==> src/rtl/conv11_pkg.sv <==
// Shared definitions for the conv11 input path.
// Holds the default tile geometry and the buffer state encoding used by
// conv11_input_buf (same encoding style as the conv11 input controller).
package conv11_pkg;

   localparam int DATA_W = 8;
   localparam int CH     = 16;

   typedef enum logic [1:0] {
      EMPTY = 2'd0,
      FILL  = 2'd1,
      FULL  = 2'd2
   } buf_state_t;

endpackage

==> src/rtl/conv11_input_buf.sv <==
// conv11_input_buf: packs a stream of CH channel words into one parallel
// tile register and hands it to the conv11 input controller.
//
// Ports:
//   clk, rst        clock and synchronous active-high reset
//   s_valid/s_data  upstream word stream
//   s_ready         buffer can take a word this cycle (state decode)
//   flush           discard the tile in progress (tile_data is kept)
//   input_ready     release pulse from the controller (tile consumed)
//   input_valid     tile in progress or complete
//   inputbuf_load   tile complete and held stable
//   tile_data       packed tile, word i at [i*DATA_W +: DATA_W]
//   word_idx        next write slot
module conv11_input_buf #(
   parameter int  DATA_W = conv11_pkg::DATA_W,
   parameter int  CH     = conv11_pkg::CH,
   localparam int CNT_W  = (CH > 1) ? $clog2(CH) : 1
) (
   input  logic                 clk,
   input  logic                 rst,
   input  logic                 s_valid,
   input  logic [DATA_W-1:0]    s_data,
   output logic                 s_ready,
   input  logic                 flush,
   input  logic                 input_ready,
   output logic                 input_valid,
   output logic                 inputbuf_load,
   output logic [CH*DATA_W-1:0] tile_data,
   output logic [CNT_W-1:0]     word_idx
);

   import conv11_pkg::*;

   localparam logic [CNT_W-1:0] LAST_IDX = CNT_W'(CH - 1);

   buf_state_t       state_r;
   buf_state_t       state_next_s;
   logic [CNT_W-1:0] idx_next_s;
   logic             accept_s;

   // Ready is a pure state decode so upstream sees it in the same cycle.
   always_comb begin
      case (state_r)
         EMPTY:   s_ready = 1'b1;
         FILL:    s_ready = 1'b1;
         FULL:    s_ready = 1'b0;
         default: s_ready = 1'b0;
      endcase
   end

   // Accept strobe for the upstream handshake.
   always_comb begin
      accept_s = s_valid && s_ready;
   end

   // Next state and next write index; flush overrides everything else.
   always_comb begin
      state_next_s = state_r;
      idx_next_s   = word_idx;
      if (flush) begin
         state_next_s = EMPTY;
         idx_next_s   = '0;
      end else begin
         case (state_r)
            EMPTY: begin
               if (accept_s) begin
                  if (CH == 1) begin
                     state_next_s = FULL;
                     idx_next_s   = '0;
                  end else begin
                     state_next_s = FILL;
                     idx_next_s   = CNT_W'(1);
                  end
               end else begin
                  state_next_s = EMPTY;
               end
            end
            FILL: begin
               if (accept_s) begin
                  if (word_idx == LAST_IDX) begin
                     state_next_s = FULL;
                     idx_next_s   = '0;
                  end else begin
                     state_next_s = FILL;
                     idx_next_s   = word_idx + CNT_W'(1);
                  end
               end else begin
                  state_next_s = FILL;
               end
            end
            FULL: begin
               // Words offered here are not taken; s_ready is low.
               if (input_ready) begin
                  state_next_s = EMPTY;
               end else begin
                  state_next_s = FULL;
               end
            end
            default: begin
               state_next_s = EMPTY;
               idx_next_s   = '0;
            end
         endcase
      end
   end

   // State, index, handshake outputs (registered from next state) and tile storage.
   always_ff @(posedge clk) begin
      if (rst) begin
         state_r       <= EMPTY;
         word_idx      <= '0;
         input_valid   <= 1'b0;
         inputbuf_load <= 1'b0;
         tile_data     <= '0;
      end else begin
         state_r       <= state_next_s;
         word_idx      <= idx_next_s;
         input_valid   <= (state_next_s == FILL) || (state_next_s == FULL);
         inputbuf_load <= (state_next_s == FULL);
         // A flushed word is dropped; the old tile contents stay in place.
         if (accept_s && !flush) begin
            tile_data[int'(word_idx) * DATA_W +: DATA_W] <= s_data;
         end
      end
   end

endmodule

==> config.mk <==
export PLATFORM = sky130hd
export DESIGN_NAME = conv11_input_buf
export DESIGN_NICKNAME = d
export VERILOG_FILES = /design/src/rtl/conv11_pkg.sv /design/src/rtl/conv11_input_buf.sv
export SDC_FILE = /design/constraint.sdc
export NUM_CORES = 1
export LEC_CHECK = 0
export BUFFER_PORTS_ARGS = -buffer_cell sky130_fd_sc_hd__buf_4
export CAP_MARGIN = 0
export CORE_MARGIN = 2
export CORE_UTILIZATION = 40
export CTS_CLUSTER_SIZE = 24
export DETAILED_ROUTE_END_ITERATION = 16
export GPL_TIMING_DRIVEN = 1
export PLACE_DENSITY = 0.67
export SLEW_MARGIN = 20
export SYNTH_ARGS = -nofsm -noshare
export SYNTH_HDL_FRONTEND = slang
export SYNTH_SLANG_ARGS = --single-unit
==> constraint.sdc <==
create_clock -name clk -period 3.28 [get_ports clk]
set_input_delay 0.492 -clock clk [delete_from_list [all_inputs] [get_ports clk]]
set_output_delay 0.492 -clock clk [all_outputs]
set_load 0.01 [all_outputs]
# [Yosys cells after proc, flatten, opt, wreduce, memory -nomap -nowiden]
# Cells that the tools add are included.
[classes] addsub=2 n_eq_ne=7 n_shift=2 mux=12 n_bitwise=1 n_reduce_logical=8
[ops] op="$bwmux 128" count=1
[ops] op="$shift 8x33->128 const A" count=1
[ops] op="$shiftx 8x33->128" count=1
[ops] op="$neg 7->33" count=1
[ops] op="$mux 4" count=3
[ops] op="$pmux 4 s3" count=1
[ops] op="$mux 2" count=4
[ops] op="$pmux 2 s3" count=1
[ops] op="$add 4x1->4 const B" count=1
[ops] op="$eq 2x1->1 const B" count=2
[ops] op="$eq 2x2->1 const B" count=2
[ops] op="$eq 4x4->1 const B" count=1
[ops] op="$ne 2x2->1 const B" count=2
[ops] op="$reduce_or 2->1" count=2
[ops] op="$reduce_and 3->1" count=1
[ops] op="$logic_and 1x1->1" count=2
[ops] op="$logic_not 2->1" count=1
[ops] op="$mux 1" count=2
[ops] op="$logic_not 1->1" count=1
[ops] op="$logic_or 1x1->1" count=1
[ops] op="$not 1->1" count=1
[word_totals] ff_bits=136

# [Longest topological paths before layout]
# Gate-level depths: netlist of the first run.
[depth] ltp_word=9 depth_mapped=9

# [Worst setup path after synthesis of the first run]
# Ideal clock, no wire load.
[synth_path] kind="flip-flop to flip-flop" startpoint="reg word_idx[0]" endpoint="reg tile_data[81]" arrival_ns=2.168 setup_slack_ns=1.039 path_stages_with_launch=8 path_buffers=1 synth_period_minus_slack_ns=2.241 cell_sequence="dfxtp_1 > buf_4 > nor3_1 > ha_1 > nor4b_4 > nand2_1 > nor2_8 > mux2i_1"
[synth_between] elab_chain_len=3
[synth_rtl] element="start: declaration" line="conv11_input_buf.sv:29" text="output logic [CNT_W-1:0] word_idx"
[synth_rtl] element="start signal: assignment" line="conv11_input_buf.sv:117" text="word_idx <= idx_next_s;"
[synth_rtl] element="$neg 7->33 (*)" line="conv11_input_buf.sv:122" text="tile_data[int'(word_idx) * DATA_W +: DATA_W] <= s_data;"
[synth_rtl] element="$shiftx 8x33->128 or $shift 8x33->128 (tied branches)" line="conv11_input_buf.sv:122"
[synth_rtl] element="$bwmux 128 (*)" line="conv11_input_buf.sv:122"
[synth_rtl] element="end signal: indexed assignment" line="conv11_input_buf.sv:122"
[synth_rtl] element="end: declaration" line="conv11_input_buf.sv:28" text="output logic [CH*DATA_W-1:0] tile_data,"
# Mark *: on every way between the ends. The rest lies on a longest branch, timed or not.
# A chain may end at the register's enable or synchronous reset.

# [Worst setup path in the final report of the first run]
[layout_path] startpoint="reg word_idx[0]" endpoint="reg tile_data[114]"
# Same word-level chain as after synthesis.

==> results of run 1 <==
through the flow:
stage | power, W | utilization [%] | hold slack (ps) | worst slack [ps] | cell area [um2]
after global placement | 0.00181 | 49.3 | 460 | 879 | 6760
after global routing | 0.00368 | 53.5 | 354 | 445 | 7340
after CTS | 0.00359 | 53.4 | 346 | 733 | 7330
final | 0.00357 | 53.5 | 358 | 697 | 7340
after floorplan | 0.00177 | - | 493 | 1040 | 5550
after detailed placement | 0.00181 | 49.3 | 468 | 741 | 6760
worst paths after layout:
check	start	to	depth (start not counted)	slack (ps)
worst max-delay path	word_idx[0]	tile_data[114]	7	700
worst min-delay path	s_data[3]	tile_data[3]	3	360
worst max register to register	word_idx[0]	tile_data[114]	7	700
worst min register to register	tile_data[24]	tile_data[24]	2	480
per-layer routing:
metal	vias up	GRT usage, %
met5	-	0
met4	0	7.83
met3	22	5.99
met2	135	32.9
met1	2187	26.9
li1	2210	-
report_power, final:
| part | switching (W) | internal [W] |
|---|---|---|
| Clock | 0.000689 | 0.00110 |
| Sequential | 0.00000552 | 0.00166 |
| Combinational | 0.0000660 | 0.0000503 |
| Total | 0.000760 | 0.00281 |
cells by family after synthesis:
family	Yosys count
muxes	64
AOI/OAI and AO/OA	110
adders and majority gates	6
buffers and inverters	37
xor gates and xnor gates	1
DFF	136
and+or+nand+nor	212
flip-flops by register name (all words and copies together) (netlist names):
name           flops
input_valid        1
word_idx           4
inputbuf_load      1
tile_data        128
state_r            2
area by class of cell:
type                       instances  area [um2]
clock inverter                     6        38.8
sequential                       136        2720
timing repair buffer             149        1120
fill                            1258        6380
multi-input combinational        393        2680
inverter                           6        22.5
clock buffer                      25         526
tap                              180         225
layout by cell type (no fill, tap or decap), types with 7 or more instances in the layout:
master	Yosys	layout
clkbuf_8	0	7
nand2b_1	64	64
nor2b_1	27	27
nand2_1	40	40
dfxtp_1	136	136
mux2i_1	64	64
clkbuf_16	0	17
o21ai_0	93	93
buf_4	2	149
nand3b_1	40	40
worst max-delay path: cells and delay by family, from the launching register on:
| kind | cells | cell delay (ps) |
|---|---|---|
| compound gates | 2 | 900 |
| flops | 1 | 450 |
| buf+inv | 2 | 450 |
| simple gates | 2 | 420 |
| fa+ha+maj | 1 | 240 |
==> metrics, run 1 <==
largest net degree at the start of global routing=70; die height=122 um; die width=122 um; leakage=3.10 nW; Routability Congestion=just over 0.8; hold violation count in the final report=0; Post-synth EDFFs=0; initial DRC count=306; relative slew slack=a little under two fifths; H-tree depth=4; CTS buffer count=17; met1 wire length=around 7000 um; root buffer cell=clkbuf_16; wire per inst=17.1 um; Area Growth Syn to Fin=32.2%; vias in the first global route=approximately 4.4k; Post-Route WL=about 15000 um; via count=4554; CP Class=reg2reg; Async SR Flop Fraction=0%; initial core utilization=around two fifths; mux cell area share after synthesis=11.5%; Synth Area per Inst=about 9.8 um2; period utilisation layout=about four fifths; compound-gate portion of the synthesized area=between 10% and 20%; Top-Level Pins=between 100 and 150; crit-path max FO=14; max layer used=met4; post-DP HPWL=approximately 11000 um; n_diodes=0; First-pass DRT Iterations=6; CP peak stage delay=just under 800 ps; Synth Register Bits=136; top-area cell type share of the netlist area=approximately half; Synth Area in XOR/XNOR=less than 1%; Tmin final=2580 ps; WL met3=896 um; slowest CP cell=o31ai_2; Layout Skew=approximately 12 ps; status=finished clean; Total GRT Usage=20.8%; Max-Cap Viols=0; Worst Path Arrival=~2900 ps; first-pass GRT wire length=approximately 24000 um; Netlist cell types=43; clock sinks=roughly 140; core area=13700 um2; most numerous cell in the Yosys netlist=dfxtp_1; post-synthesis cell count=566; top cells by area, synth=dfxtp_1 49%, mux2i_1 12%, o21ai_0 8.4%, nand2b_1 7.2%, nand3b_1 5.4%; nets=~720; DR DRC count=0; Synth Area in Simple Gates=24.0%; post-synthesis sequential area ratio=49.1%; fmax=between 300 and 400 MHz; Synth Area in Adders=under 10%; via density per instance=slightly above 5; initial antenna violation count=0; Netlist Area Pre-Place=about 5600 um2; worst skew pair latency=between 400 and 500 ps; top post-synthesis cells by count=136 x dfxtp_1, 93 x o21ai_0, 64 x mux2i_1, 64 x nand2b_1; Inst Count DP=about 860; Die Area=approximately 15000 um2; setup TNS=0 ps; Synthesized Nets=just under 600; Final setup viols=0; metal2 WL=7090 um; Slew @ Worst Pin=about 940 ps; pins over their slew limit=0; post-cts resize count=0; area leader, netlist=dfxtp_1; PD cells=486 nW/um2; port bufs=~150; GRT overflow=0; Setup crit end kind=register; Yosys Warn Count=0; CTS max path bufs=2; CP Launch Type=register; hold_buf cts=0; Routed Antenna Nets=0; Post-CTS Setup Bufs=0; TritonCTS clock tree=done; non-filler cells, final=around 900; RSZ-0062 raised after global routing=no; layout cells sized above 1=28.1%; Hold WC Path Type=in2reg; Max rail drop VDD=~270 uV; Std-Cell Rows=43; ys flop type=dfxtp_1; CTS clock-pin slew for the worst setup and hold paths=approximately 60 ps; cells along the critical path=inv_1, ha_1, nor2b_1, o31ai_2, buf_4, or2_0, o21ai_0; largest family of logic cells by synthesized area=simple AND/OR/NAND/NOR gates; WP data required=between 3000 and 4000 ps
No activity file was read; power rests on OpenSTA's default activity.
==> inputs of run 2 (changes only) <==
--- a/config.mk
+++ b/config.mk
@@ -5,6 +5,7 @@
 export SDC_FILE = /design/constraint.sdc
 export NUM_CORES = 1
 export LEC_CHECK = 0
+export ABC_AREA = 1
 export BUFFER_PORTS_ARGS = -buffer_cell sky130_fd_sc_hd__buf_4
 export CAP_MARGIN = 0
 export CORE_MARGIN = 2
==> constraint.sdc (replaced) <==
create_clock -name clk -period 2.5 [get_ports clk]
set_input_delay 0.375 -clock clk [delete_from_list [all_inputs] [get_ports clk]]
set_output_delay 0.375 -clock clk [all_outputs]
set_load 0.01 [all_outputs]
==> metrics, run 2 <==
CTS buffer count=17 (unchanged); most common cell after layout, fill and taps aside=nor2_1; Total GRT Usage=20.0% (-0.77 points); mux cell area share after synthesis=0% (-12 points); CP top delay family=simple AND/OR/NAND/NOR gates; cells along the critical path=inv_2, ha_1, clkinv_2, nor2_2, nand2_1, nor2_1, nor2_1; compound-gate portion of the synthesized area=6.68% (-4.2 points); top-area cell type share of the netlist area=45.3% (-3.8 points); post-synthesis sequential area ratio=45.3% (-3.8 points); number of flip-flops in the largest register=128 (unchanged); initial DRC count=424 (+39%); port bufs=147 (unchanged); clock sinks=136 (unchanged); Top-Level Pins=148 (unchanged); Worst Path Arrival=2530 ps (-330 ps); top post-synthesis cells by count=239 x nor2_1, 153 x nand2_1, 136 x dfxtp_1; worst skew pair latency=420 ps (about the same); CP Launch Type=register; area leader, netlist=dfxtp_1; n_diodes=0 (unchanged); Hold WC Path Type=in2reg; vias in the first global route=5016 (+14%); hold violation count in the final report=0 (unchanged); layout cells sized above 1=22.9% (-5.2 points); DR DRC count=0 (unchanged); initial antenna violation count=0 (unchanged); CTS clock-pin slew for the worst setup and hold paths=60 ps (about the same); first-pass GRT wire length=25500 um (+7.9%); Netlist Area Pre-Place=6020 um2 (+8.4%); nets=1033 (+43%); PD cells=644 nW/um2 (+33%); Final Instance Area=7920 um2 (+7.9%); status=finished clean; Synth Area in Simple Gates=35.3% (+11 points); Yosys Warn Count=0 (unchanged); Routed Antenna Nets=0 (unchanged); Synthesized Nets=886 (+51%); wire per inst=13.3 um (-22%); CTS max path bufs=2 (unchanged); Max-Cap Viols=0 (unchanged); die height=127 um (+4.0%); via density per instance=4.59 (-9.7%); Routability Congestion=0.833 (+2.2%); CP Class=reg2reg; Synth Area per Inst=6.94 um2 (-29%); Setup crit end kind=register; cell mode on critical path=nor2_1; top flop regs=tile_data x128, word_idx x4, state_r x2; Std-Cell Rows=44 (+2.3%); Netlist cell types=31 (-28%); Area Growth Syn to Fin=31.6%; WP data required=2810 ps (-750 ps); First-pass DRT Iterations=5 (-1); hold_buf cts=0 (unchanged); TritonCTS clock tree=done; Synth Area in XOR/XNOR=0.458% (+0.30 points); Layout Skew=9.84 ps (-1.97 ps); pins over their slew limit=0 (unchanged); largest family of logic cells by synthesized area=simple AND/OR/NAND/NOR gates; most flop-heavy register=tile_data; top cells by area, synth=dfxtp_1 45%, nor2_1 15%, nand2_1 9.5%, inv_1 7.5%, o21ai_0 5.6%; GRT overflow=0 (unchanged); P_int=0.00396 W (+41%); largest net degree at the start of global routing=80 (+14%); core area=14600 um2 (+6.3%); Die Area=16000 um2 (+8.1%); via count=5564 (+22%); post-synthesis cell count=867 (+53%); Tmin final=2220 ps (-360 ps); most numerous cell in the Yosys netlist=nor2_1; worst path bufs/invs=2 (unchanged); most frequent cells in the layout=239 x nor2_1, 159 x buf_4, 152 x nand2_1, 136 x dfxtp_1, 121 x inv_1; Post-synth EDFFs=0 (unchanged); Slew @ Worst Pin=628 ps (-315 ps); CP peak stage delay=550 ps (-220 ps); ys flop type=dfxtp_1; initial core utilization=41.2% (+0.78 points); post-DP HPWL=11500 um (+7.5%); die width=127 um (+4.0%); period utilisation layout=88.9% (+10 points); Max rail drop VDD=477 uV (+76%); slowest CP cell=dfxtp_1; final core utilization=54.3% (+0.81 points); combinational power share=5.2% (+1.9 points); H-tree depth=4 (unchanged); Switching Share=22.4% (+1.1 points); Post-Route WL=16100 um (+5.2%); crit-path max FO=18 (+4); DP Area=7290 um2 (+7.8%); Synth Area in Adders=1.25% (-0.10 points); Seq pwr share=42.9% (-3.7 points); root buffer cell=clkbuf_16; # fillers=1410 (+12%); Async SR Flop Fraction=0% (unchanged); non-filler cells, final=1211 (+35%); clock share of power=51.9% (+1.8 points); RSZ-0062 raised after global routing=no; setup TNS=0 ps (unchanged); Final setup viols=0 (unchanged); Net Switching=0.00114 W (+50%); Synth Register Bits=136 (unchanged); fmax=450 MHz (+16%); leakage=3.88 nW (+25%); Inst Count DP=1179 (+36%); relative slew slack=57.8% (+21 points)
run 2: metal layers:
| layer | up-vias | GRT usage [%] | share of wire [%] |
|---|---|---|---|
| met1 | 2442 | 27.6 | 49 |
| met4 | 0 | 6.92 | 1.7 |
| met3 | 19 | 6.16 | 6.2 |
| met2 | 148 | 29.6 | 43 |
| met5 | - | 0 | 0 |
| li1 | 2955 | - | - |
run 2: worst paths after layout:
| check | from | end | slack [ps] | depth (start not counted) |
|---|---|---|---|---|
| worst max-delay path | word_idx[0] | tile_data[115] | 280 | 7 |
| worst min-delay path | flush | state_r[1] | 180 | 2 |
| worst max register to register | word_idx[0] | tile_data[115] | 280 | 7 |
| worst min register to register | tile_data[44] | tile_data[44] | 480 | 2 |
run 2: cell type report:
| class | instances | area (um2) | share of cell area (%) |
|---|---|---|---|
| inverters | 133 | 500 | 6.32 |
| repair buffers | 160 | 1210 | 15.3 |
| clock buffers | 21 | 450 | 5.69 |
| flip-flops and latches | 136 | 2720 | 34.4 |
| clock inverters | 11 | 173 | 2.18 |
| well taps | 184 | 230 | 2.91 |
| multi-input cells | 566 | 2630 | 33.2 |
run 2: cell families after synthesis:
family / after synthesis
simple gates: 479
buf+inv: 165
compound gates: 80
flops: 136
xor+xnor: 1
fa+ha+maj: 6
run 2: timing repair:
| item | 4_1_cts | 5_1_grt |
|---|---|---|
| gates resized for setup | 0 | 1 |
| setup endpoints to repair | 0 | 7 |
| setup buffers | 0 | 0 |
run 2: through the flow:
step | setup WS [ps] | power (W) | hold WS [ps]
global placement | 308 | 0.00250 | 465
floorplan | 66.2 | 0.00241 | 442
global route | 33.4 | 0.00526 | 163
finish | 278 | 0.00510 | 176
detailed placement | 259 | 0.00250 | 474
CTS | 241 | 0.00514 | 158
run 2: power groups by stage:
stage | clock network [W] | registers (W) | logic (W)
after global routing | 0.00277 | 0.00219 | 0.000295
final | 0.00265 | 0.00219 | 0.000266
after floorplan | 0 | 0.00224 | 0.000171
after global placement | 0 | 0.00224 | 0.000261
after CTS | 0.00268 | 0.00219 | 0.000263
after detailed placement | 0 | 0.00224 | 0.000263
==> inputs of run 3 (changes only) <==
--- a/config.mk
+++ b/config.mk
@@ -8,7 +8,6 @@
 export ABC_AREA = 1
 export BUFFER_PORTS_ARGS = -buffer_cell sky130_fd_sc_hd__buf_4
 export CAP_MARGIN = 0
-export CORE_MARGIN = 2
 export CORE_UTILIZATION = 40
 export CTS_CLUSTER_SIZE = 24
 export DETAILED_ROUTE_END_ITERATION = 16
==> metrics, run 3 (synthesized netlist as in run 2, its figures left out) <==
largest net degree at the start of global routing=71 (-11%); core area=14600 um2 (unchanged); most flop-heavy register=tile_data; Layout Skew=8.48 ps (-1.37 ps); root buffer cell=clkbuf_16; period utilisation layout=89.5% (+0.57 points); CTS max path bufs=2 (unchanged); CP Class=reg2reg; Routed Antenna Nets=0 (unchanged); worst skew pair latency=420 ps (about the same); layout cells sized above 1=22.9% (about the same); Std-Cell Rows=44 (unchanged); n_diodes=0 (unchanged); # fillers=1409 (-0.071%); GRT overflow=0 (unchanged); hold_buf cts=0 (unchanged); DR DRC count=0 (unchanged); status=finished clean; via density per instance=4.67 (+1.7%); Slew @ Worst Pin=743 ps (+114 ps); setup TNS=0 ps (unchanged); via count=5655 (+1.6%); Post-CTS Setup Bufs=0 (unchanged); gr busiest metal=met2; Worst Path Arrival=2550 ps (+20 ps); Die Area=15500 um2 (-3.1%); pins over their slew limit=0 (unchanged); crit-path max FO=37 (+19); met1 usage=28.7% (+1.1 points); RSZ-0062 raised after global routing=no; First-pass DRT Iterations=5 (unchanged); met3 GRT Util=5.58% (-0.57 points); Final Instance Area=8000 um2 (+0.96%); Top-Level Pins=148 (unchanged); clock sinks=136 (unchanged); port bufs=147 (unchanged); Final setup viols=0 (unchanged); leakage=3.93 nW (+1.4%); nets=1033 (unchanged); Hold WC Path Type=in2reg; TritonCTS clock tree=done; Routability Congestion=0.828 (-0.62%); slowest CP cell=dfxtp_1; PD cells=687 nW/um2 (+6.6%); relative slew slack=50.1% (-7.7 points); Setup crit end kind=register; CP Launch Type=register; cell mode on critical path=nor2_1; top flop regs=tile_data x128, word_idx x4, state_r x2; initial DRC count=414 (-2.4%); Max rail drop VDD=452 uV (-5.1%); Max-Cap Viols=0 (unchanged); die height=125 um (-1.6%); DP Area=7280 um2 (-0.17%); post-cts resize count=0 (unchanged); most frequent cells in the layout=239 x nor2_1, 160 x buf_4, 153 x nand2_1, 136 x dfxtp_1, 121 x inv_1; met2 Usage GRT=32.7% (+3.1 points); WP data required=2820 ps (about the same); Tmin final=2240 ps (+14.2 ps); Hold WS=166 ps (-10.3 ps); CP peak stage delay=490 ps (-60 ps); cells along the critical path=inv_2, ha_1, xnor2_4, buf_4, nor2_2, nand2_2, inv_1, nor2_1, nor2_1; post-DP HPWL=11500 um (+0.31%); Post-Route WL=16300 um (+1.5%); initial core utilization=41.2% (unchanged); Final Worst Setup Slack=264 ps (-14.2 ps); fmax=447 MHz (-0.64%); CTS buffer count=17 (unchanged); vias in the first global route=5157 (+2.8%); wire per inst=13.5 um (+1.6%); Total GRT Usage=21.4% (+1.4 points); hold violation count in the final report=0 (unchanged); initial antenna violation count=0 (unchanged); first-pass GRT wire length=26300 um (+3.1%); most common cell after layout, fill and taps aside=nor2_1; Place WS=273 ps (+13.7 ps); die width=125 um (-1.6%); H-tree depth=4 (unchanged); CTS clock-pin slew for the worst setup and hold paths=60 ps (about the same); final core utilization=54.8% (+0.52 points); Area Growth Syn to Fin=32.9%; number of flip-flops in the largest register=128 (unchanged)
## run 3: changes by cell type in the layout (fill, tap and decap cells not counted), sizes merged
cell	change
bufinv	+4
clkinvlp	-4
clkbuf	-2
clkinv	+1
## run 3: metrics by stage
stage	instances	power (W)
2_1_floorplan	867	0.00241
3_3_place_gp	1179	0.00249
3_5_place_dp	1179	0.00250
4_1_cts	1210	0.00553
5_1_grt	1210	0.00567
6_report	1210	0.00549
## run 3: path summary, 6_finish.rpt
check,from,end,slack [ps],cells after the start
setup / recovery,word_idx[1],tile_data[71],260,9
hold / removal,flush,state_r[1],170,2
setup reg to reg,word_idx[1],tile_data[71],260,9
hold reg to reg,tile_data[0],tile_data[0],480,2
## run 3: worst max-delay path, delay by kind of cell, from the launching register on
family                   cells  cell delay, ps
AND/OR/NAND/NOR              4             490
buffers and inverters        3             600
flip-flops                   1             490
XOR/XNOR                     1             250
adder cells (fa/ha/maj)      1             300
## run 3: area by class of cell
| type | count | area [um2] | area share [%] |
|---|---|---|---|
| tap | 184 | 230 | 2.88 |
| inverter | 133 | 500 | 6.26 |
| sequential | 136 | 2720 | 34.1 |
| timing repair buffer | 160 | 1200 | 15.0 |
| multi-input combinational | 566 | 2630 | 32.8 |
| clock buffer | 19 | 443 | 5.54 |
| clock inverter | 12 | 272 | 3.40 |
## run 3: routing by layer
metal	up-vias	routed length, um
met5	-	0
met4	0	250
met2	183	7340
met3	19	991
met1	2495	7740
li1	2958	-
## run 3: power by group
group | switching (W) | internal (W) | total (W)
Combinational | 0.000183 | 0.0000815 | 0.000264
Sequential | 0.00000803 | 0.00218 | 0.00219
Clock | 0.000945 | 0.00209 | 0.00304
Total | 0.00114 | 0.00436 | 0.00549
